File: src/rtl/serial_fa_ctrl.sv
// serial_fa_ctrl: bit-serial adder/subtractor sequencer.
// One 1-bit full adder is reused over WIDTH cycles, LSB first, with a
// registered carry between bits. Subtraction is A + ~B + ~borrow_in, so
// the same adder path serves both operations.
//
// Handshake: start is sampled only in IDLE or DONE. busy is high for the
// WIDTH RUN cycles, and done pulses for one cycle after the last bit.
// sum/cout/ovf hold the previous result until the next completion edge.

module fa_cell (
    input  logic a,
    input  logic b,
    input  logic ci,
    output logic s,
    output logic co
);
    // Plain combinational full adder.
    always_comb begin
        s  = a ^ b ^ ci;
        co = (a & b) | (ci & (a ^ b));
    end
endmodule

module serial_fa_ctrl #(
    parameter int WIDTH = 8
) (
    input  logic             clk,
    input  logic             rst,
    input  logic             start,
    input  logic             sub,
    input  logic [WIDTH-1:0] a,
    input  logic [WIDTH-1:0] b,
    input  logic             cin,
    output logic             busy,
    output logic             done,
    output logic [WIDTH-1:0] sum,
    output logic             cout,
    output logic             ovf
);
    localparam int CW = (WIDTH > 1) ? $clog2(WIDTH) : 1;
    localparam logic [CW-1:0] LAST_BIT = CW'(WIDTH - 1);

    typedef enum logic [1:0] {
        S_IDLE = 2'd0,
        S_RUN  = 2'd1,
        S_DONE = 2'd2
    } state_t;

    state_t state;
    state_t state_next;

    logic [WIDTH-1:0] a_sr;
    logic [WIDTH-1:0] b_sr;
    logic [WIDTH-1:0] res_sr;
    logic             carry;
    logic [CW-1:0]    cnt;

    // Control strobes decoded from the state.
    logic accept;
    logic running;
    logic last;

    // Single shared full-adder cell.
    logic fa_s;
    logic fa_co;

    fa_cell u_fa (
        .a  (a_sr[0]),
        .b  (b_sr[0]),
        .ci (carry),
        .s  (fa_s),
        .co (fa_co)
    );

    // State register; reset aborts any operation in flight.
    always_ff @(posedge clk) begin
        if (rst) begin
            state <= S_IDLE;
        end else begin
            state <= state_next;
        end
    end

    // Next-state logic: start accepted from IDLE or DONE; RUN ignores it.
    always_comb begin
        state_next = state;
        case (state)
            S_IDLE:  state_next = start ? S_RUN : S_IDLE;
            S_RUN:   state_next = (cnt == LAST_BIT) ? S_DONE : S_RUN;
            S_DONE:  state_next = start ? S_RUN : S_IDLE;
            default: state_next = S_IDLE;
        endcase
    end

    // Output and strobe decode from the current state.
    always_comb begin
        busy    = 1'b0;
        done    = 1'b0;
        accept  = 1'b0;
        running = 1'b0;
        last    = 1'b0;
        case (state)
            S_IDLE: begin
                accept = start;
            end
            S_RUN: begin
                busy    = 1'b1;
                running = 1'b1;
                last    = (cnt == LAST_BIT);
            end
            S_DONE: begin
                done   = 1'b1;
                accept = start;
            end
            default: begin
                busy = 1'b0;
            end
        endcase
    end

    // Datapath: operand capture on accept, one bit per RUN edge, and the
    // result registers updated only on the final bit.
    always_ff @(posedge clk) begin
        if (rst) begin
            a_sr   <= '0;
            b_sr   <= '0;
            res_sr <= '0;
            carry  <= 1'b0;
            cnt    <= '0;
            sum    <= '0;
            cout   <= 1'b0;
            ovf    <= 1'b0;
        end else if (accept) begin
            // Subtract as A + ~B + ~borrow_in.
            a_sr  <= a;
            b_sr  <= b ^ {WIDTH{sub}};
            carry <= cin ^ sub;
            cnt   <= '0;
        end else if (running) begin
            a_sr   <= a_sr >> 1;
            b_sr   <= b_sr >> 1;
            res_sr <= {fa_s, res_sr[WIDTH-1:1]};
            carry  <= fa_co;
            cnt    <= cnt + CW'(1);
            if (last) begin
                // carry here is the carry into the MSB stage.
                sum  <= {fa_s, res_sr[WIDTH-1:1]};
                cout <= fa_co;
                ovf  <= carry ^ fa_co;
            end
        end
    end
endmodule

File: config.mk
export PLATFORM = sky130hd
export DESIGN_NAME = serial_fa_ctrl
export DESIGN_NICKNAME = d
export VERILOG_FILES = /design/src/rtl/serial_fa_ctrl.sv
export SDC_FILE = /design/constraint.sdc
export NUM_CORES = 1
export LEC_CHECK = 0
export CAP_MARGIN = 20
export CORE_ASPECT_RATIO = 0.8
export CORE_MARGIN = 2
export CORE_UTILIZATION = 36
export CTS_CLUSTER_SIZE = 16
export DETAILED_ROUTE_END_ITERATION = 10
export HOLD_SLACK_MARGIN = 0.1
export MAX_ROUTING_LAYER = met4
export PLACE_DENSITY_LB_ADDON = 0.08
export RECOVER_POWER = 50
export SETUP_SLACK_MARGIN = 0.1
export SYNTH_ARGS = -nofsm -noshare
export SYNTH_HDL_FRONTEND = slang
export SYNTH_SLANG_ARGS = --single-unit
File: constraint.sdc
create_clock -name clk -period 1.18 [get_ports clk]
set_input_delay 0.236 -clock clk [delete_from_list [all_inputs] [get_ports clk]]
set_output_delay 0.236 -clock clk [all_outputs]
set_load 0.03 [all_outputs]
# Yosys cells after proc, flatten, opt, wreduce, memory -nomap -nowiden
# Index checks and enable logic that the tools add are counted.
[word_totals] register_bits=40 in_bits=21 word_cells=41
[classes] addsub=1 n_eq_ne=3 mux=13 n_bitwise=9 reduce_logical=6
[ops] op="8-bit 2-to-1 mux" count=4
[ops] op="8-bit bitwise XOR" count=1
[ops] op="1-bit 2-to-1 mux" count=7
[ops] op="2-bit one-hot mux with 2 select lines" count=1
[ops] op="2-bit OR reduction" count=2
[ops] op="1-bit bitwise XOR" count=4
[ops] op="3-bit by 1-bit adder with 3-bit output, second input constant" count=1
[ops] op="3-bit equality test, second input constant" count=1
[ops] op="3-bit AND reduction" count=1
[ops] op="1-bit bitwise AND" count=2
[ops] op="2-bit by 1-bit equality test with 1-bit output, second input constant" count=1
[ops] op="2-bit equality test, second input constant" count=1
[ops] op="2-bit zero test" count=1
[ops] op="2-bit 2-to-1 mux" count=1
[ops] op="2-bit AND reduction" count=1
[ops] op="2-bit nonzero test" count=1
[ops] op="1-bit inverter" count=1
[ops] op="1-bit bitwise OR" count=1

# Depth between registers and ports, before layout
[logic_depth] word_depth=5 mapped_depth=6 ltp_nobuf=5

# Hierarchy
# Synthesis repeated with hierarchy kept, for this count alone.
[hier_totals] hier_cells=188 hier_area_um2=1617.8
[by_module_without_submodules] module="serial_fa_ctrl" n_inst=1 cells_each=187 area_per_inst_um2=1597.8
[by_module_without_submodules] module="fa_cell" n_inst=1 cells_each=1 area_per_inst_um2=20.0

# Worst setup path after synthesis
# OpenSTA, ideal clock, no wires.
[synth_timing] path_kind="reg2reg" start="register cnt[0]" end="register ovf" setup_ns=0.086 arrival_ns=1.190 required_ns=1.094 setup_slack_ns=-0.095 stages_incl_launch_ff=6 path_buffers=1 period_less_slack_ns=1.275 path_cell_list="dfxtp_1 ha_1 ha_1 and3b_1 buf_2 a211oi_1"
[synth_between] elab_chain_len=3
[synth_rtl] item="start, declared" line_no="56" text="logic [CW-1:0] cnt;"
[synth_rtl] item="start signal, assigned" line_no="144" text="cnt <= cnt + CW'(1);"
[synth_rtl] item="3-bit equality test" line_no="109" text="last = (cnt == LAST_BIT);"
[synth_rtl] item="1-bit 2-to-1 mux" line_no="102" text="case (state)"
[synth_rtl] item="3-bit AND reduction (no source line)"
[synth_rtl] item="end signal, assigned" line_no="149" text="ovf <= carry ^ fa_co;"
[synth_rtl] item="end, declared" line_no="38" text="output logic ovf"
# No other way between the ends.
# A chain may end at the register's enable or synchronous reset.

# Worst setup path after layout
[layout_timing] start="register cnt[1]" end="register sum[2]"
[layout_between] elab_chain_len=3
[layout_rtl] item="3-bit equality test" line_no="109"
[layout_rtl] item="1-bit 2-to-1 mux" line_no="102"
[layout_rtl] item="3-bit AND reduction (no source line)"
[layout_rtl] item="end signal, assigned" line_no="147" text="sum <= {fa_s, res_sr[WIDTH-1:1]};"
[layout_rtl] item="end, declared" line_no="36" text="output logic [WIDTH-1:0] sum,"
# No other way between the ends.

==> metrics.yaml <==
worst_setup_path:
  rr_endpoint: "sum[2]$_SDFFE_PP0P_"
  r2r_slack_ns: -0.09
  cpPeakStageDelay_ns: 0.34
  crit_path_end_kind: "flop"
  reg2reg_from: "cnt[1]$_SDFFE_PP0N_"
  critPathKind: "reg2reg"
  start_kind: "flop"
  critical_path_required_ns: 1.40
  path_cells: "ha_4, ha_4, buf_6, nand3b_1, buf_6, nand2_1, a21oi_2"
  slowest_stage: "dfxtp_2"
  worst-path-max-fanout: 10
  rr_worst_depth: 7
  critical-path-top-delay-family: "flip-flops"
  crit_buf_inv: 2
  arrival_ns: 1.49
global_route:
  grt_pass1_wl_um: 7490
  grt_max_degree: 40
  grt_usage: 0.196
  first_global_vias: 1563
  antenna_found_initial: 0
  overflow: 0
yosys:
  netlist_top_cells_area: "dfxtp_1 (48%), nand2_1 (9.7%), a21oi_1 (6.5%)"
  synth_most_common_cell: "nand2_1"
  synth_enable_flop_cells: 0
  ys_warn_count: 0
  synth_top_area_frac: 0.482
  syn_area_um2: 1620
  syn_area_per_cell_um2: 8.62
  synth_nets: 212
  yosysSeqAreaShare: 0.482
  async_flop_share: 0
  yosysTopAreaCell: "dfxtp_1"
  synth_ff_type: "dfxtp_1"
  synth_cell_types: 27
  ys_ff_latch: 39
  yosys-top-cells-count: "nand2_1 (42), dfxtp_1 (39), a21oi_1 (21)"
  syn_inst: 188
detailed_routing:
  wl_per_cell_um: 15.5
  vias_per_cell: 5.05
  drc: 0
  drt_first_pass_iters: 4
  drt_iter0_markers: 75
  ant_nets: 0
  drt_wl_total_um: 4650
  vias: 1520
cells_and_area:
  final_area_um2: 2790
  nets: 269
  diodes: 0
  seq_area_um2: 790
  fillerInstances: 348
  multi_input_area_um2: 1130
  syn2layout_area_growth_pct: 71.9
  drive_gt1_frac: 0.520
timing:
  maxSlewViolCount: 0
  finClkSkew_ns: 0.00884
  period_minus_slack_ns: 1.27
  period_share: 1.08
  max_freq_mhz: 786
  finalHoldViolations: 0
  worstMarginPinSlew_ns: 0.245
  setup_viol: 25
  max_slew_margin: 0.837
  setup_slack_ns: -0.0919
  rsz0062_at_grt: "true"
clocking:
  cts_made_buffers: 5
  insertion_delay_ns: 0.29
  clockBufferDepth: 2
  clkTransAtPathRegs_ns: 0.07
  htreeDepth: 2
  cts_tree: "yes"
  cts.sinks: 39
  cts_hold_buf: 0
  cts-root-buf: "clkbuf_8"
power:
  totalPowerFinal_uw: 3070
  leakagePower_uw: 0.00103
  irDropWorstVdd_v: 0.000881
  powerDensity_nw_per_um2: 1100
placement:
  dpl.hpwl_um: 2480
  dpl-instance-area_um2: 2090
  gp_congestion: 0.783
  portBuffers: 32
floorplanning:
  die_w_um: 79.0
  start_util: 0.381
  core-area_um2: 4260
  die-area_um2: 5060
  io_pins: 33
  die_h_um: 64.0
  rows: 21
outcome:
  status: "finished with violations"
  violations: "setup timing"
hold_path:
  hold_depth: 2
  min_to: "sum[0]$_SDFFE_PP0P_"
  hp-start: "sum[0]$_SDFFE_PP0P_"
  hp-class: "reg2reg"
job:
  max_cap_viol_count: 0
==> layout by cell type, fill, tap and decap left out, types with 5 or more instances in the layout <==
| master | Yosys | routed |
|---|---|---|
| a21oi_1 | 21 | 7 |
| a21oi_2 | 0 | 14 |
| clkbuf_8 | 0 | 5 |
| nand2_1 | 42 | 29 |
| buf_6 | 2 | 9 |
| xor2_1 | 9 | 9 |
| buf_4 | 4 | 15 |
| buf_12 | 0 | 7 |
| clkbuf_2 | 1 | 8 |
| clkdlybuf4s50_1 | 0 | 19 |
| nor3_1 | 18 | 7 |
| nand2_2 | 0 | 11 |
| nor3_2 | 1 | 11 |
| o22ai_2 | 0 | 5 |
| dfxtp_1 | 39 | 34 |
==> per-layer routing <==
layer,track usage,up-vias,wire (um)
met2,0.300,34,2140
met3,0.0438,4,152
met5,-,-,0
met1,0.264,724,2330
li1,-,758,-
met4,0.0496,0,29
==> worst max path at each step <==
stage	from	to	slack, ns	cells past startpoint
after floorplan	cnt[0]$_SDFFE_PP0N_	sum[4]$_SDFFE_PP0P_	0.01	6
after global placement	start	a_sr[0]$_SDFFE_PP0P_	-0.19	5
after detailed placement	start	b_sr[4]$_SDFFE_PP0P_	-0.20	5
after CTS	state[1]$_SDFF_PP0_	busy	-0.11	3
after global routing	cnt[0]$_SDFFE_PP0N_	sum[2]$_SDFFE_PP0P_	-0.17	7
final	cnt[1]$_SDFFE_PP0N_	sum[2]$_SDFFE_PP0P_	-0.09	7
==> tightest hold or removal path: cells and delay by family (launching register included) <==
family,cells,cell delay (ns)
simple gates,1,0.05
flops,1,0.31
compound gates,1,0.05
==> through the flow <==
step / hold WS [ns] / TNS (ns) / cells / utilization / worst slack (ns)
6_report: 0.454 / -1.16 / 301 / 0.654 / -0.0919
2_1_floorplan: 0.372 / 0 / 188 / - / 0.0142
5_1_grt: 0.483 / -2.53 / 301 / 0.654 / -0.170
4_1_cts: 0.458 / -1.09 / 298 / 0.628 / -0.110
3_3_place_gp: 0.446 / -4.16 / 275 / 0.492 / -0.187
3_5_place_dp: 0.449 / -4.56 / 275 / 0.492 / -0.202
==> sequential cells by signal (all words and copies together) (netlist names) <==
signal  flops
res_sr      7
carry       1
a_sr        8
cnt         3
sum         8
ovf         1
state       2
cout        1
b_sr        8
==> cell families (layout without fill, tap and decap cells) <==
group | count (synthesis) | count (layout) | share of synthesized area
buffers and inverters | 16 | 72 | 0.0618
AO/OA/AOI/OAI | 38 | 38 | 0.141
XOR/XNOR | 11 | 11 | 0.0595
adder cells (fa/ha/maj) | 3 | 3 | 0.0278
AND/OR/NAND/NOR | 79 | 79 | 0.216
flip-flops | 39 | 39 | 0.482
multiplexers | 2 | 2 | 0.0124
==> power by group <==
group | switching, uW | internal [uW] | total (uW)
registers | 64.2 | 1380 | 1450
clock network | 425 | 394 | 819
logic | 361 | 442 | 802
==> final cells by class <==
| type | count | area share |
|---|---|---|
| Sequential cell | 39 | 0.283 |
| Timing Repair Buffer | 65 | 0.253 |
| Clock buffer | 6 | 0.0261 |
| Tap cell | 57 | 0.0256 |
| Inverter | 1 | 0.00584 |
| Multi-Input combinational cell | 133 | 0.406 |
==> what timing repair did <==
action	4_1_cts	5_1_grt
resized for setup	69	34
pin swaps	37	20
setup endpoints to repair	39	41
gates cloned	6	1
buffers inserted	11	6
Power figures use the tool's default switching activity.
